--- config.mk ---
export PLATFORM = sky130hd
export DESIGN_NAME = instr_mem_loader
export DESIGN_NICKNAME = d
export VERILOG_FILES = /design/src/rtl/instr_mem_loader.sv
export SDC_FILE = /design/constraint.sdc
export NUM_CORES = 1
export LEC_CHECK = 0
export BUFFER_PORTS_ARGS = -buffer_cell sky130_fd_sc_hd__buf_2
export CORE_MARGIN = 2
export CORE_UTILIZATION = 52
export DETAILED_ROUTE_END_ITERATION = 8
export PLACE_DENSITY = 0.8
export REMOVE_ABC_BUFFERS = 1
export SYNTH_ARGS = -nofsm -noshare
export SYNTH_HDL_FRONTEND = slang
export SYNTH_SLANG_ARGS = --single-unit
--- constraint.sdc ---
create_clock -name clk -period 3.37 [get_ports clk]
set_input_delay 0.1685 -clock clk [delete_from_list [all_inputs] [get_ports clk]]
set_output_delay 0.1685 -clock clk [all_outputs]
set_load 0.005 [all_outputs]
--- src/rtl/instr_mem_loader.sv ---
// Program-image loader: frames a host byte stream, assembles big-endian words,
// writes them to instruction memory and releases the core once the XOR checksum matches.
module instr_mem_loader #(
    parameter int unsigned ADDR_W    = 8,
    parameter logic [7:0]  SYNC_BYTE = 8'hA5
) (
    input  logic              clk,
    input  logic              rst_n,
    input  logic [7:0]        in_data,
    input  logic              in_valid,
    output logic              in_ready,
    output logic              mem_we,
    output logic [ADDR_W-1:0] mem_addr,
    output logic [31:0]       mem_wdata,
    output logic              cpu_hold,
    output logic              load_done,
    output logic              load_err
);

    // state  | meaning
    // IDLE   | waiting for SYNC_BYTE after reset
    // CNT_HI | expecting word-count high byte
    // CNT_LO | expecting word-count low byte, size check
    // DATA   | assembling and writing data words
    // CHECK  | expecting checksum byte
    // DONE   | image good, core released; SYNC restarts
    // ERR    | framing/size/checksum error; SYNC restarts
    localparam logic [2:0] ST_IDLE   = 3'd0;
    localparam logic [2:0] ST_CNT_HI = 3'd1;
    localparam logic [2:0] ST_CNT_LO = 3'd2;
    localparam logic [2:0] ST_DATA   = 3'd3;
    localparam logic [2:0] ST_CHECK  = 3'd4;
    localparam logic [2:0] ST_DONE   = 3'd5;
    localparam logic [2:0] ST_ERR    = 3'd6;

    localparam logic [16:0] MAX_WORDS = 17'(1) << ADDR_W;

    logic [2:0]        r_state;
    logic [7:0]        r_cnt_hi;
    logic [15:0]       r_words_left;
    logic [1:0]        r_byte_idx;
    logic [23:0]       r_asm;
    logic [7:0]        r_xor;
    logic              r_mem_we;
    logic [ADDR_W-1:0] r_mem_addr;
    logic [31:0]       r_mem_wdata;

    logic              w_accept;
    logic              w_is_sync;
    logic [15:0]       w_count;

    assign in_ready  = 1'b1;
    assign w_accept  = in_valid && in_ready;
    assign w_is_sync = (in_data == SYNC_BYTE);
    assign w_count   = {r_cnt_hi, in_data};

    assign mem_we    = r_mem_we;
    assign mem_addr  = r_mem_addr;
    assign mem_wdata = r_mem_wdata;
    assign cpu_hold  = (r_state != ST_DONE);
    assign load_done = (r_state == ST_DONE);
    assign load_err  = (r_state == ST_ERR);

    always_ff @(posedge clk) begin
        if (!rst_n) begin
            r_state      <= ST_IDLE;
            r_cnt_hi     <= 8'd0;
            r_words_left <= 16'd0;
            r_byte_idx   <= 2'd0;
            r_asm        <= 24'd0;
            r_xor        <= 8'd0;
            r_mem_we     <= 1'b0;
            r_mem_addr   <= '0;
            r_mem_wdata  <= 32'd0;
        end else begin
            r_mem_we <= 1'b0;
            // Advance only after a non-final word; the last address is held so a full memory never wraps.
            if (r_mem_we && (r_state == ST_DATA)) begin
                r_mem_addr <= r_mem_addr + 1'b1;
            end

            if (w_accept) begin
                case (r_state)
                    ST_IDLE: begin
                        if (w_is_sync) begin
                            r_state <= ST_CNT_HI;
                        end
                    end
                    ST_CNT_HI: begin
                        r_cnt_hi <= in_data;
                        r_state  <= ST_CNT_LO;
                    end
                    ST_CNT_LO: begin
                        r_words_left <= w_count;
                        r_mem_addr   <= '0;
                        r_byte_idx   <= 2'd0;
                        r_xor        <= 8'd0;
                        if ({1'b0, w_count} > MAX_WORDS) begin
                            r_state <= ST_ERR;
                        end else if (w_count == 16'd0) begin
                            r_state <= ST_CHECK;
                        end else begin
                            r_state <= ST_DATA;
                        end
                    end
                    ST_DATA: begin
                        // Only three bytes need holding; the fourth comes straight off the bus.
                        r_asm      <= {r_asm[15:0], in_data};
                        r_xor      <= r_xor ^ in_data;
                        r_byte_idx <= r_byte_idx + 2'd1;
                        if (r_byte_idx == 2'd3) begin
                            r_mem_we     <= 1'b1;
                            r_mem_wdata  <= {r_asm, in_data};
                            r_words_left <= r_words_left - 16'd1;
                            if (r_words_left == 16'd1) begin
                                r_state <= ST_CHECK;
                            end
                        end
                    end
                    ST_CHECK: begin
                        r_state <= (in_data == r_xor) ? ST_DONE : ST_ERR;
                    end
                    ST_DONE, ST_ERR: begin
                        if (w_is_sync) begin
                            r_state <= ST_CNT_HI;
                        end
                    end
                    default: begin
                        r_state <= ST_IDLE;
                    end
                endcase
            end
        end
    end

endmodule

Yosys cells after proc, flatten, opt, wreduce, memory -nomap -nowiden
Index checks and enable logic that the tools add are counted.
- $add $sub $neg: 3
- $mul: 0
- div/mod/pow operators: 0
- magnitude comparators: 1
- eq/ne operators: 14
- shift-type cells: 0
- multiplexer cells: 15
- bitwise logic cells: 1
- reductions and logical operators: 12
- operators by type and width (operator ; count):
    case mux 16 bit (2 select lines) ; 1
    2-to-1 mux 8 bit ; 3
    == test 16 x 1 -> 1 bit (second input constant) ; 1
    greater-than comparator 16 x 9 -> 1 bit (second input constant) ; 1
    zero test 16 bit ; 1
    2-to-1 mux 16 bit ; 1
    case mux 8 bit (2 select lines) ; 1
    subtractor 16 x 1 -> 16 bit (second input constant) ; 1
    2-to-1 mux 3 bit ; 5
    case mux 3 bit (5 select lines) ; 1
    == test 3 bit (second input constant) ; 3
    AND reduction 3 bit ; 3
    adder 8 x 1 -> 8 bit (second input constant) ; 1
    == test 8 bit ; 1
    == test 8 bit (second input constant) ; 1
    bitwise XOR 8 bit ; 1
    == test 3 x 2 -> 1 bit (second input constant) ; 2
    != test 2 x 1 -> 1 bit (second input constant) ; 3
    AND reduction 2 bit ; 3
    case mux 2 bit (2 select lines) ; 1
    AND reduction 4 bit ; 1
    == test 3 x 1 -> 1 bit (second input constant) ; 1
    zero test 3 bit ; 1
    != test 3 bit (second input constant) ; 1
    other kinds (7) ; 7
- register bits: 102
- latch bits: 0
- bits in writable memories: 0
- ROM bits: 0
- memories kept: 0

Logic depth before layout (Yosys ltp)
Gate-level depths: netlist (run 1).
- depth in word-level cells: 5
- gate-level depth with buffers: 8
- mapped depth without buffers: 6

Least setup slack after synthesis (run 1)
Ideal clock, no wire load.
- path type: flip-flop to flip-flop
- from: reg r_words_left[2]
- to: reg r_words_left[12]
- data arrival time: 1.465 ns
- required time: 3.251 ns
- path slack: 1.785 ns
- stages on the path, launching flop included: 6
- period minus slack after synthesis: 1.585 ns
- path through: dfxtp_1 nor4_4 nand3_2 o31a_1 o21ai_1 a21boi_1
- longest elaborated chain between the ends: 3
- RTL lines (element ; line ; RTL):
    start: declaration ; 40 ; logic [15:0] r_words_left;
    start signal: assignment ; 94 ; r_words_left <= w_count;
    start signal: assignment ; 114 ; r_words_left <= r_words_left - 16'd1;
    subtractor 16 x 1 -> 16 bit ; 114 ;
    2-to-1 mux 16 bit ; 111 ; if (r_byte_idx == 2'd3) begin
    case mux 16 bit (2 select lines) ; 83 ; case (r_state)
No other way between the ends. The select of a mux whose other input is x is not followed.
A chain may end at the register's enable or synchronous reset.

Worst setup path after layout (run 1)
- from: reg r_state[0]
- to: reg r_words_left[13]
- longest elaborated chain between the ends: 3
- RTL lines (element ; line ; RTL):
    start: declaration ; 38 ; logic [2:0] r_state;
    start signal: assignment ; 121 ; r_state <= (in_data == r_xor) ? ST_DONE : ST_ERR;
    == test 3 x 2 -> 1 bit ; 83 ;
    != test 2 x 1 -> 1 bit (no line) / nonzero test 2 bit (equally long branches) ; -- ;
    AND reduction 3 bit (no line) ; -- ;
Several ways; a longest one is shown, not always the timed one.

==> run metrics, run 1 <==
clock share of power 26.5%; post-cts resize count 0; internal power 0.001816 W; H-Tree Depth 3; post-synthesis to final-layout area growth 9.696%; hold buffer count at cts 0; library cell used as clock root buffer sky130_fd_sc_hd__clkbuf_8; placement row count 34; die footprint 9706 µm²; number of flops mapped to enable cells by yosys 0; worst vdd ir 0.2227 mV; post-synthesis share of cell area spent on xor and xnor gates 3.016%; maximum clock insertion buffer count 2; transition time at the pin with the least slew margin a little over 800 ps; overall routed net length a little over 10 mm; final-layout setup total negative slack 0 ps; highest-delay cell along the critical path sky130_fd_sc_hd__dfxtp_1; Final GP Congestion 0.8460; register area 2042 µm²; half-perimeter wire length of the detailed placement result 7.016 mm; post-synthesis adder-cell area fraction 1.077%; number of failing setup endpoints in the final timing report 0; Worst-path clk slew 110 ps; P_leak 1.972 nW; IO Pins 56; total number of yosys warnings 0; number of fill cells between 800 and 900; flip-flop cell with the highest count after synthesis sky130_fd_sc_hd__dfxtp_1; kind of cell adding the most delay to the critical path compound AO/OA/AOI/OAI gates; portion of synthesized cell area occupied by the leading cell type 43.95%; setup repair after global routing missed its margin no; Final Non-Filler Cells 707; share of the synthesized area in compound gates (AO/OA/AOI/OAI) 21.20%; dominant combinational cell family by area after synthesis simple AND/OR/NAND/NOR gates; share of synthesized registers carrying an async set or reset 0%; number of diodes added for antenna fixing 0; Crit path buffers/inverters 2; remaining antenna violation count 0; number of post-CTS setup repair buffers 0; most frequent cells after synthesis sky130_fd_sc_hd__nand2_1 (141), sky130_fd_sc_hd__dfxtp_1 (102), sky130_fd_sc_hd__a21boi_1 (61); effective utilization at floorplan a little over half; synthesis-stage register bit count 102; Worst path max stage delay 710 ps; power density normalized to cell area 556.2 nW/µm²; Max Clock Freq 0.4218 GHz; average cell area after synthesis around 8.2 µm²; data required time of the critical path 3660 ps; largest net degree at the start of global routing 54; run status finished, final reports clean; Slew Limit Headroom 45.05%; CTS Sinks about 100; sum of overflow across all layers after global routing 0; Final Cycle Share 70.35%; detailed-router iteration count before antenna repair 4; sequential-to-total area share from yosys stat approximately 44%; endpoint type of the worst setup path register; number of antenna violations at the first check in global routing 0; category of the worst setup path launch point register; global routing usage summed across all routing layers ~22%; largest cells by area after synthesis sky130_fd_sc_hd__dfxtp_1 (44%), sky130_fd_sc_hd__nand2_1 (11%), sky130_fd_sc_hd__a21boi_1 (9.9%), sky130_fd_sc_hd__o21ai_1 (3.2%), sky130_fd_sc_hd__xor2_1 (2.3%); Buffers on Ports 54; ratio of routed vias to standard cells 5.569; Net count, final 609; Post-Synthesis Cells 566; Yosys top cell by area sky130_fd_sc_hd__dfxtp_1; total count of hold-check failures in the final report 0; placed cell count 691; cts bufs inserted 9; type of the worst setup path register to register; synthesized cell area about 4600 µm²; switching share of power 35.94%; worst clock skew 12.38 ps; Min Clock Period, post-route 2371 ps; wire length of the first global-routing pass 17.39 mm; portion of total power attributed to combinational logic about a quarter; post-synthesis simple-gate area fraction between 20% and 30%; Chip Width 98.52 µm; largest fanout on the critical path 33; y dimension of the die just under 100 µm; via count of the first global-routing pass 3640; DRC viols 0; area of the multi-input gates ~2400 µm²; number of DRC markers in iteration 0 235; sequential share of power 48.7%; count leader, synth sky130_fd_sc_hd__nand2_1; Min Hold Slack 119.7 ps; total count of max-transition violations in the final report 0; Critical Path AT ~2700 ps; cells along the critical path inv_2 > o21ai_2 > nor2_2 > buf_4 > a311oi_1; detail-routed net length per standard cell 14.70 µm; CTS tree built; clock latency reported for the late side of the worst-skew pair 380 ps; Cell variety after synth 56; ratio of cells with drive above 1 in the final layout 14.86%; number of vias after detailed routing around 3900; Core Footprint 8678 µm²; HP Class primary input to register; share of synthesized area spent on multiplexers 1.939%; net switching power of the design 0.001019 W; max-capacitance violation count 0
## kinds of logic (layout without fill, tap and decap cells)
family | count (synthesis) | after routing
other cells | 1 | 1
buf+inv | 51 | 84
compound gates | 148 | 148
flops | 102 | 102
simple gates | 235 | 235
fa+ha+maj | 4 | 4
mux | 9 | 9
xor+xnor | 16 | 16
## cells in the final DEF (no fill, tap or decap), types with 3 or more instances in the layout
cell type / instances
sky130_fd_sc_hd__nand2_1: 141
sky130_fd_sc_hd__dfxtp_1: 102
sky130_fd_sc_hd__a21boi_1: 61
sky130_fd_sc_hd__buf_2: 54
sky130_fd_sc_hd__o21ai_1: 30
sky130_fd_sc_hd__nor2_1: 26
sky130_fd_sc_hd__a21oi_1: 18
sky130_fd_sc_hd__and2_1: 13
sky130_fd_sc_hd__o21ai_0: 12
sky130_fd_sc_hd__xor2_1: 12
sky130_fd_sc_hd__mux2i_1: 9
sky130_fd_sc_hd__nand3_1: 9
sky130_fd_sc_hd__nor2b_1: 9
sky130_fd_sc_hd__clkbuf_8: 9
sky130_fd_sc_hd__inv_1: 8
sky130_fd_sc_hd__o31ai_1: 6
sky130_fd_sc_hd__and3_1: 5
sky130_fd_sc_hd__nor4_1: 5
sky130_fd_sc_hd__buf_4: 5
sky130_fd_sc_hd__nor3_1: 4
sky130_fd_sc_hd__xnor2_1: 4
sky130_fd_sc_hd__ha_1: 4
sky130_fd_sc_hd__and3b_1: 3
sky130_fd_sc_hd__a31oi_1: 3
sky130_fd_sc_hd__nand4_1: 3
## per-stage QoR
step | power, W | util, % | instance area, µm² | worst slack, ps
after CTS | 0.002833 | 58.72 | 5096 | 1053
final | 0.002834 | 58.72 | 5096 | 999.2
after global routing | 0.002983 | 58.72 | 5096 | 808.8
after global placement | 0.002053 | 56.52 | 4905 | 1217
after floorplan | 0.001897 | - | 4462 | 1118
after detailed placement | 0.002093 | 56.52 | 4905 | 1047
## flip-flops by register name, summed over array words and instances, names as in the netlist
register	count
r_cnt_hi	8
r_state	3
mem_we	1
r_xor	8
mem_addr	8
r_byte_idx	2
r_words_left	16
mem_wdata	32
r_asm	24
## power groups by stage
stage / clock [W] / combinational, W / sequential, W
final: 0.000752 / 0.000703 / 0.00138
after global routing: 0.000812 / 0.000779 / 0.00139
after CTS: 0.000763 / 0.000694 / 0.00138
after detailed placement: 0 / 0.000689 / 0.00140
after global placement: 0 / 0.000658 / 0.00139
after floorplan: 0 / 0.000523 / 0.00137
## layout make-up
type                    count  area share, %
multi-input cells         413          46.82
clock inverters             7          1.326
well taps                 108          2.652
inverters                   9         0.6629
clock buffers               9          2.431
repair buffers             59          6.040
flip-flops and latches    102          40.07
## final timing paths
kind	startpoint	to	slack, ps	depth (start not counted)
hold reg to reg	mem_wdata[31]	mem_wdata[31]	450	2
setup / recovery	r_state[0]	r_words_left[13]	1000	5
hold / removal	in_data[0]	mem_wdata[0]	120	3
setup reg to reg	r_state[0]	r_words_left[13]	1000	5
## tightest hold or removal path, cell delays in order
cell and delay [ps]:
sky130_fd_sc_hd__buf_2 170, sky130_fd_sc_hd__nand2_1 80, sky130_fd_sc_hd__a21boi_1 50
## metal layers
layer | share of wire (%) | track usage (%) | routed length [µm] | up-vias
li1 | - | - | - | 1974
met1 | 46 | 29.34 | 4831 | 1855
met2 | 47 | 34.69 | 4917 | 88
met3 | 4.1 | 2.908 | 429 | 20
met4 | 2.0 | 10.85 | 213 | 0
met5 | 0 | 0 | 0 | -
(Power assumes the default switching activity.)
==> inputs of run 2 (changes only) <==
PLACE_DENSITY = 0.82   (was 0.8)
clock period = 1.95 ns   (was 3.37 ns; I/O delays follow)
==> run metrics, run 2 (synthesized netlist as in run 1, its figures left out) <==
run status finished, final reports clean (unchanged); Final Non-Filler Cells 718 (was 707); P_leak 2.035 nW (was 1.972 nW); number of antenna violations at the first check in global routing 0 (unchanged); Worst Hold Launch in_data[1] (was in_data[0]); Max Clock Freq 0.5385 GHz (was 0.4218 GHz); placement row count 34 (unchanged); H-Tree Depth 3 (unchanged); setup repair after global routing missed its margin no (unchanged); endpoint type of the worst setup path register (unchanged); Chip Width 98.52 µm (unchanged); total count of max-transition violations in the final report 0 (unchanged); Min Clock Period, post-route 1857 ps (was 2371 ps); type of the worst setup path register to register (unchanged); CTS Sinks 102 (unchanged); ratio of routed vias to standard cells 5.611 (was 5.569); clock latency reported for the late side of the worst-skew pair 380 ps (about the same); placed cell count 702 (was 691); largest net degree at the start of global routing 56 (was 54); Core Footprint 8678 µm² (unchanged); CTS tree built (unchanged); category of the worst setup path launch point register (unchanged); number of diodes added for antenna fixing 0 (unchanged); post-synthesis to final-layout area growth 12.34% (was 9.696%); Final GP Congestion 0.8173 (was 0.8460); cells along the critical path buf_4 > xnor2_1 > nor2_1 > o21ai_1 > a21boi_1 > o221a_1 (was inv_2 > o21ai_2 > nor2_2 > buf_4 > a311oi_1); reg2reg start r_state[0] (unchanged); detail-routed net length per standard cell 14.60 µm (was 14.70 µm); overall routed net length 10.48 mm (was 10.39 mm); number of vias after detailed routing 4029 (was 3937); ratio of cells with drive above 1 in the final layout 16.56% (was 14.86%); worst vdd ir 0.4380 mV (was 0.2227 mV); wire length of the first global-routing pass 17.33 mm (was 17.39 mm); largest fanout on the critical path 10 (was 33); half-perimeter wire length of the detailed placement result 7.162 mm (was 7.016 mm); y dimension of the die 98.52 µm (unchanged); Min Hold Slack 20.72 ps (was 119.7 ps); Net count, final 620 (was 609); highest-count cells in the layout ignoring fill and taps sky130_fd_sc_hd__nand2_1 (141), sky130_fd_sc_hd__dfxtp_1 (102), sky130_fd_sc_hd__a21boi_1 (61) (unchanged); HP Class primary input to register (unchanged); remaining antenna violation count 0 (unchanged); Critical Path AT 2170 ps (was 2660 ps); number of fill cells 777 (was 848); Worst path max stage delay 560 ps (was 710 ps); number of failing setup endpoints in the final timing report 0 (unchanged); max-capacitance violation count 0 (unchanged); worst clock skew 13.62 ps (was 12.38 ps); most common cell after layout, fill and taps aside sky130_fd_sc_hd__nand2_1 (unchanged); hold buffer count at cts 0 (unchanged); effective utilization at floorplan 53.53% (unchanged); maximum clock insertion buffer count 2 (unchanged); IO Pins 56 (unchanged); total count of hold-check failures in the final report 0 (unchanged); cts bufs inserted 9 (unchanged); number of DRC markers in iteration 0 281 (was 235); die footprint 9706 µm² (unchanged); Final Cycle Share 95.24% (was 70.35%); highest-delay cell along the critical path sky130_fd_sc_hd__dfxtp_1 (unchanged); power density normalized to cell area 958.9 nW/µm² (was 556.2 nW/µm²); detailed-router iteration count before antenna repair 5 (was 4); final cell area excluding filler cells 5219 µm² (was 5096 µm²); Worst-path clk slew 100 ps (was 110 ps); sum of overflow across all layers after global routing 0 (unchanged); register area 2042 µm² (unchanged); max reg flops 32 (unchanged); launch point of the worst path r_state[0] (unchanged); total placed instance area 5012 µm² (was 4905 µm²); library cell used as clock root buffer sky130_fd_sc_hd__clkbuf_8 (unchanged); Buffers on Ports 54 (unchanged); via count of the first global-routing pass 3645 (was 3640); area of the multi-input gates 2387 µm² (was 2386 µm²); global routing usage summed across all routing layers 21.71% (was 21.83%); Slew Limit Headroom 53.93% (was 45.05%); DRC viols 0 (unchanged); data required time of the critical path 2270 ps (was 3660 ps); transition time at the pin with the least slew margin 691.0 ps (was 822.2 ps)
==> run 2: cell count changes in the layout (fill, tap and decap cells not counted), sizes merged <==
cell and change:
buf +11, clkbuf +1, inv -1
==> run 2: repair_timing <==
item                       4_1_cts  5_1_grt
setup endpoints to repair        0        2
buffers inserted                 0        0
resized for setup                0        1
==> run 2: final cells by class <==
| cell class | instances | share of cell area [%] |
|---|---|---|
| clock inverter | 6 | 1.295 |
| inverter | 9 | 0.6473 |
| sequential | 102 | 39.13 |
| timing repair buffer | 70 | 7.960 |
| clock buffer | 10 | 2.637 |
| multi-input combinational | 413 | 45.74 |
| tap | 108 | 2.589 |
==> run 2: worst max-delay path: cells and delay by family (launching register included) <==
kind,cells,cell delay (ps)
AO/OA/AOI/OAI,3,800
flip-flops,1,560
XOR/XNOR,1,140
buffers and inverters,1,230
AND/OR/NAND/NOR,1,60
==> run 2: worst paths after layout <==
kind	depth (start not counted)	slack (ps)	end
setup / recovery	6	90	r_state[2]
hold / removal	3	20	mem_wdata[1]
setup reg to reg	6	90	r_state[2]
hold reg to reg	2	450	mem_wdata[18]
==> run 2: layer usage <==
layer	part of all wire [%]	up-vias	track usage, %
li1	-	1999	-
met2	49	112	37.00
met1	45	1905	27.57
met5	0	-	0
met3	4.3	13	3.688
met4	1.5	0	8.430
==> run 2: stage by stage <==
| stage | TNS [ps] | setup WS, ps | util [%] | total power (W) |
|---|---|---|---|---|
| after CTS | 0 | 100.1 | 60.12 | 0.004991 |
| after detailed placement | 0 | 120.3 | 57.76 | 0.003664 |
| after global routing | 0 | 21.04 | 60.14 | 0.005238 |
| after global placement | 0 | 258.8 | 57.76 | 0.003612 |
| after floorplan | -7734 | -302.3 | - | 0.003279 |
| final | 0 | 92.87 | 60.14 | 0.005004 |
==> run 2: power by group <==
part / total (W) / switching (W) / internal (W)
Combinational: 0.00131 / 0.000790 / 0.000524
Sequential: 0.00235 / 0.000165 / 0.00219
Clock: 0.00134 / 0.000802 / 0.000534
